### config.mk
export PLATFORM = sky130hd
export DESIGN_NAME = writeback_queue
export DESIGN_NICKNAME = d
export VERILOG_FILES = /design/src/rtl/writeback_queue.sv
export SDC_FILE = /design/constraint.sdc
export NUM_CORES = 1
export LEC_CHECK = 0
export BUFFER_PORTS_ARGS = -buffer_cell sky130_fd_sc_hd__clkbuf_2
export CORE_MARGIN = 1.5
export CORE_UTILIZATION = 35
export CTS_BUF_LIST = sky130_fd_sc_hd__clkbuf_4 sky130_fd_sc_hd__clkbuf_8
export DETAILED_ROUTE_END_ITERATION = 12
export SLEW_MARGIN = 40
export SYNTH_ARGS = -nofsm -noshare
export SYNTH_HDL_FRONTEND = slang
export SYNTH_SLANG_ARGS = --single-unit
### constraint.sdc
create_clock -name clk -period 4.35 [get_ports clk]
set_clock_uncertainty 0.15 [all_clocks]
set_input_delay 0.2175 -clock clk [delete_from_list [all_inputs] [get_ports clk]]
set_output_delay 0.2175 -clock clk [all_outputs]
set_load 0.01 [all_outputs]
### src/rtl/writeback_queue.sv
// Writeback queue: in-order buffer in front of the register file's single
// write port. Requests to register 0 are swallowed, the rest drain one per
// cycle whenever drain_en allows.
// Optional feature macro WBQ_BYPASS_EN: when defined, the two lookup ports
// forward the youngest pending value for a register; when undefined the
// lookup outputs are tied to zero.
module writeback_queue #(
  parameter int DEPTH  = 4,
  parameter int ADDR_W = 5,
  parameter int DATA_W = 32
) (
  input  logic                     clk,
  input  logic                     rst,
  input  logic                     in_valid,
  output logic                     in_ready,
  input  logic [ADDR_W-1:0]        in_waddr,
  input  logic [DATA_W-1:0]        in_wdata,
  input  logic                     drain_en,
  output logic                     wren,
  output logic [ADDR_W-1:0]        waddr,
  output logic [DATA_W-1:0]        wdata,
  input  logic [ADDR_W-1:0]        lk_addr0,
  input  logic [ADDR_W-1:0]        lk_addr1,
  output logic                     lk_hit0,
  output logic [DATA_W-1:0]        lk_data0,
  output logic                     lk_hit1,
  output logic [DATA_W-1:0]        lk_data1,
  output logic [$clog2(DEPTH):0]   count,
  output logic                     empty,
  output logic                     full
);

  localparam int PTR_W = $clog2(DEPTH);
  localparam int CNT_W = PTR_W + 1;

  logic [ADDR_W-1:0] mem_addr [DEPTH];
  logic [DATA_W-1:0] mem_data [DEPTH];
  logic [DEPTH-1:0]  valid;
  logic [PTR_W-1:0]  head;
  logic [PTR_W-1:0]  tail;
  logic              do_push;
  logic              do_pop;

  // Status is derived only from the registered occupancy count.
  assign empty    = (count == '0);
  assign full     = (count == CNT_W'(DEPTH));
  assign in_ready = !full;

  // Writes to register 0 are accepted but never enqueued.
  assign do_push = in_valid && in_ready && (in_waddr != '0);
  assign do_pop  = wren;

  // The head entry is presented on the write port; zeros while empty.
  assign wren  = !empty && drain_en;
  assign waddr = empty ? '0 : mem_addr[head];
  assign wdata = empty ? '0 : mem_data[head];

  // Pointer, occupancy and per-entry valid bookkeeping; reset drops every pending write.
  always_ff @(posedge clk) begin
    if (rst) begin
      head  <= '0;
      tail  <= '0;
      count <= '0;
      valid <= '0;
    end else begin
      if (do_pop) begin
        head        <= head + 1'b1;
        valid[head] <= 1'b0;
      end
      if (do_push) begin
        tail        <= tail + 1'b1;
        valid[tail] <= 1'b1;
      end
      case ({do_push, do_pop})
        2'b10:   count <= count + 1'b1;
        2'b01:   count <= count - 1'b1;
        default: count <= count;
      endcase
    end
  end

  // Entry payload storage; not cleared by reset since valid bits gate its use.
  always_ff @(posedge clk) begin
    if (do_push) begin
      mem_addr[tail] <= in_waddr;
      mem_data[tail] <= in_wdata;
    end
  end

`ifdef WBQ_BYPASS_EN
  logic [PTR_W-1:0] idx;

  // Scan oldest to youngest so the last match seen is the youngest pending value.
  always_comb begin
    idx      = '0;
    lk_hit0  = 1'b0;
    lk_data0 = '0;
    lk_hit1  = 1'b0;
    lk_data1 = '0;
    for (int i = 0; i < DEPTH; i++) begin
      idx = head + PTR_W'(i);
      if (valid[idx] && (lk_addr0 != '0) && (mem_addr[idx] == lk_addr0)) begin
        lk_hit0  = 1'b1;
        lk_data0 = mem_data[idx];
      end
      if (valid[idx] && (lk_addr1 != '0) && (mem_addr[idx] == lk_addr1)) begin
        lk_hit1  = 1'b1;
        lk_data1 = mem_data[idx];
      end
    end
  end
`else
  logic unused_lookup;

  assign lk_hit0       = 1'b0;
  assign lk_data0      = '0;
  assign lk_hit1       = 1'b0;
  assign lk_data1      = '0;
  assign unused_lookup = ^{valid, lk_addr0, lk_addr1};
`endif

endmodule
# ---- Yosys cells after proc, flatten, opt, wreduce, memory -nomap -nowiden
# Memory sizes are Yosys's and may differ from the RTL's. A register that Yosys moved wholly into a read port is not among the register bits.
# Cells that the tools add are included.
dict set report classes {
  addsub 4
  n_eq_ne 3
  muxes 9
  reduce_logical 8
}
# op n
set op_table {}
lappend op_table {{2-to-1 mux 32 bit} 1}
lappend op_table {{2-to-1 mux 2 bit} 4}
lappend op_table {{one-hot mux 3 bit (2 select lines)} 1}
lappend op_table {{2-to-1 mux 5 bit} 1}
lappend op_table {{nonzero test 5 bit} 1}
lappend op_table {{adder 2 x 1 -> 2 bit, second input constant} 2}
lappend op_table {{adder 3 x 1 -> 3 bit, second input constant} 1}
lappend op_table {{equality test 3 bit, second input constant} 1}
lappend op_table {{logical AND 1 bit} 3}
lappend op_table {{logical NOT 3 bit} 1}
lappend op_table {{subtractor 3 x 1 -> 3 bit, second input constant} 1}
lappend op_table {{equality test 2 x 1 -> 1 bit, second input constant} 1}
lappend op_table {{equality test 2 bit, second input constant} 1}
lappend op_table {{logical NOT 1 bit} 2}
lappend op_table {{2-to-1 mux 1 bit} 2}
lappend op_table {{nonzero test 2 bit} 1}
dict set report word_totals {
  reg_bits 7
  ram_bits 148
  in_bits 51
  output_inout_bits 110
  word_cells 29
  memories 2
}
# name words width read_ports rd_clocked_by_memory_dff wr line
set memory_table {}
lappend memory_table {mem_data 4 32 1 1 1 37} ;# logic [DATA_W-1:0] mem_data [DEPTH];
lappend memory_table {mem_addr 4 5 1 1 1 36} ;# logic [ADDR_W-1:0] mem_addr [DEPTH];

# ---- Depth between registers and ports, before layout
dict set report depth {
  word_depth 6
  ltp_mapped 9
  mapped_depth_nobuf 9
}

# ---- Least setup slack after synthesis
# OpenSTA, ideal clock, no wires.
dict set report synth_path {
  path_type {register to register}
  from {register count[2]}
  to {register count[2]}
  setup_ns 0.070
  arrival_ns 2.253
  required_time_ns 4.130
  path_slack_ns 1.877
  stages_incl_launch_ff 10
  n_path_buf 0
  period_less_slack_ns 2.473
  cell_sequence {dfxtp_1 > or3b_1 > o311a_4 > inv_1 > ha_1 > inv_1 > fa_1 > xor2_1 > or3_1 > a21oi_1}
}
dict set report synth_via {
  elab_chain_cells 6
  elab_cells_between_ends 13
  classes_between {add/sub (2); eq/ne (3); mux (1); reduce/logical (7)}
}
# item line
set synth_lines {}
lappend synth_lines {{start, declared} 28} ;# output logic [$clog2(DEPTH):0] count,
lappend synth_lines {{start signal, assigned} 75} ;# 2'b10: count <= count + 1'b1;
lappend synth_lines {{start signal, assigned} 76} ;# 2'b01: count <= count - 1'b1;
lappend synth_lines {{start signal, assigned} 77} ;# default: count <= count;
lappend synth_lines {{equality test 3 bit *} 46} ;# assign full = (count == CNT_W'(DEPTH));
lappend synth_lines {{logical NOT 1 bit *} 47} ;# assign in_ready = !full;
lappend synth_lines {{named net in_ready} 15} ;# output logic in_ready,
lappend synth_lines {{logical AND 1 bit * (2 in series)} 50} ;# assign do_push = in_valid && in_ready && (in_waddr != '0);
lappend synth_lines {{equality test 2 x 1 -> 1 bit / equality test 2 bit (equally long branches)} 74} ;# case ({do_push, do_pop})
lappend synth_lines {{one-hot mux 3 bit (2 select lines) / nonzero test 2 bit (equally long branches)} n/a}
# The timed path passes the listed nets; every way through them passes the cells marked *.
# A chain may end at the register's enable or synchronous reset.

# ---- Worst setup path after layout
dict set report layout_path {
  from {input in_waddr[1]}
  to {register count[2]}
}
dict set report layout_via {
  elab_chain_cells 4
  elab_cells_between_ends 6
  classes_between {eq/ne (2); mux (1); reduce/logical (3)}
}
# item line
set layout_lines {}
lappend layout_lines {{start, declared} 16} ;# input logic [ADDR_W-1:0] in_waddr,
lappend layout_lines {{nonzero test 5 bit *} 50}
lappend layout_lines {{logical AND 1 bit *} 50}
lappend layout_lines {{equality test 2 x 1 -> 1 bit / equality test 2 bit (equally long branches)} 74}
lappend layout_lines {{one-hot mux 3 bit (2 select lines) / nonzero test 2 bit (equally long branches)} n/a}
# Mark *: on every way between the ends. The rest lies on a longest branch, timed or not.

==> impl_metrics.ini <==
[placement]
finalWeightedCongestion = 0.713
dpl.hpwl_um = 6270
dp.cells = 660
port_buffers = 84

[drt]
totalWireLength_um = 11300
avgViaCountPerCell = 4.43
antenna_left = 0
drt-wirelength-per-cell_um = 15.4
vias = 3249
first_pass_iters = 4
drc = 0
drtIter0Drc = 148

[worst_hold_path]
hold_class = in -> reg

[worst_setup_path]
worst_setup_path_start_kind = primary input
critPathKind = in -> reg
worstPathRequired_ns = 4.58
crit_fanout = 7
end_kind = register
crit_arrival_ns = 2.97

[layout]
seq_area_um2 = 4630
syn_to_final_growth_pct = 19.0
layout_commonest_cell = edfxtp_1
final_util_pct = 42.3
finalNetCount = 544
mostFrequentLayoutCells = edfxtp_1 (148), clkbuf_2 (84), conb_1 (66)
antennaDiodeCount = 0
instances_no_fill = 733
multi_input_area_um2 = 1620
final_layout_size_suffix_gt1_share_pct = 32.5
nFillCells = 1696

[sta]
tns_ns = 0
post-route-period-util_pct = 63.0
layout_min_cycle_time_ns = 2.74
tightest_slew_ns = 0.614
fmax_ghz = 0.365
hold_violations = 0
slew_headroom_pct = 59.1
maxSlewViolCount = 0
setup-violations-final = 0
whs_ns = 0.376
rsz0062_at_grt = no

[logic_synthesis]
synth.largest_area_cell = edfxtp_1
synth.distinct_cells = 28
synth_area_leaders = edfxtp_1 (67%), mux4_2 (13%), buf_4 (7.5%)
yosysWarnings = 0
syn_inst = 355
ys_seq_elements = 157
seq_area_frac_synth_pct = 70.1
synth_top_cell_area_share_pct = 67.3
netlist_area_um2 = 6600
synth.avg_cell_area_um2 = 18.6

[cts]
clock_sinks = 157
cts_buffer_depth = 2
cts_made_buffers = 17
path_clk_slew_ns = 0.08
ctsResizeCount = 0
worstSkewPairLatency_ns = 0.45
root_buffer = clkbuf_8
htree_levels = 4
cts_tree = built
cts_setup_buffers = 0

[floorplan]
start_util_pct = 35.5
num_rows = 50
core_area_um2 = 18600
ios = 161
die-area_um2 = 19700
dieHeight_um = 140
fp.dieW_um = 140

[global_route]
antenna_found_initial = 0
grt_overflow_total = 0
grt_max_degree = 39
grtUsageTotal_pct = 12.2
grt_pass1_vias = 3427
grt_pass1_wl_um = 17800

[pwr]
max-vdd-ir-drop_uv = 475
power_density_nw_per_um2 = 550
power_leakage_nw = 2.84

[job]
max_cap_viol_count = 0

[outcome]
status = completed
==> per-layer routing <==
| metal | track usage (%) | share of wire [%] | vias to the layer above |
|---|---|---|---|
| met3 | 3.56 | 5.9 | 16 |
| met5 | 0 | 0 | - |
| met4 | 6.15 | 1.7 | 0 |
| met1 | 14.3 | 42 | 1626 |
| li1 | - | - | 1471 |
| met2 | 20.6 | 50 | 136 |
==> logic make-up after synthesis <==
kind of cell | after synthesis | synth area share [%]
AO/OA/AOI/OAI | 6 | 0.796
buffers and inverters | 87 | 9.25
flip-flops | 157 | 70.1
adder cells (fa/ha/maj) | 6 | 1.25
other | 1 | 0.0568
AND/OR/NAND/NOR | 55 | 5.02
multiplexers | 39 | 13.0
XOR/XNOR | 4 | 0.531
==> state kept, by name, indices dropped and copies added, names as in the netlist, named ones only <==
signal and count:
mem_data 128, mem_addr 20, count 3, head 2
tail 2
==> metrics by stage <==
step,power (mW),setup WS (ns),cell area [um^2]
global route,4.56,1.52,7850
CTS,4.38,1.60,7830
global placement,3.17,1.82,6990
detailed placement,3.20,1.72,7000
finish,4.32,1.61,7850
floorplan,2.80,1.88,6840
==> critical path: stages <==
cell and delay (ns):
dlygate4sd3_1 0.54, clkbuf_2 0.14, or3_1 0.39, o311a_4 0.36, inv_1 0.07, ha_1 0.17
inv_1 0.06, fa_1 0.37, xor2_1 0.18, or3_1 0.31, a21oi_1 0.16
==> Yosys cell counts <==
master and count:
clkbuf_1 4, and2b_1 1, nand2b_1 2, mux2i_1 1
mux4_2 37, xor2_1 4, nor2b_1 36, o21ai_0 1
buf_6 4, mux2_4 1, clkbuf_2 1, ha_1 5
o311ai_0 1, nor2_1 8, buf_2 4, and2_2 4
or3_1 2, fa_1 1, a21oi_1 2, dfxtp_1 9
conb_1 1, o31ai_1 1, edfxtp_1 148, or3b_1 1
inv_1 8, nor3_1 1, o311a_4 1, buf_4 66
==> what timing repair did <==
action                                 CTS  global route
setup endpoints to repair                0             0
hold buffers                            41             0
endpoints found under the hold margin  156             0
==> path summary, 6_finish.rpt <==
check / end / slack [ns] / from / cells past startpoint
setup / recovery: count[2]$_SDFFE_PP0P_ / 1.61 / in_waddr[1] / 11
hold reg to reg: head[0]$_SDFFE_PP0P_ / 0.39 / head[0]$_SDFFE_PP0P_ / 2
hold / removal: mem_data[3][2]$_DFFE_PP_ / 0.38 / in_wdata[2] / 2
setup reg to reg: count[2]$_SDFFE_PP0P_ / 1.73 / count[2]$_SDFFE_PP0P_ / 9
==> layout make-up <==
cell class                 instances  area share (%)
tap                              234            3.73
timing repair buffer             127            10.9
clock buffer                      19            3.17
sequential                       157            59.0
clock inverter                    12            2.18
inverter                           8           0.382
multi-input combinational        176            20.6
==> power breakdown <==
part	switching [mW]	internal (mW)	total [mW]
Clock	0.512	0.630	1.14
Sequential	0.119	1.82	1.94
Combinational	0.649	0.586	1.24
Note: power is estimated with default switching activity, not from simulation.
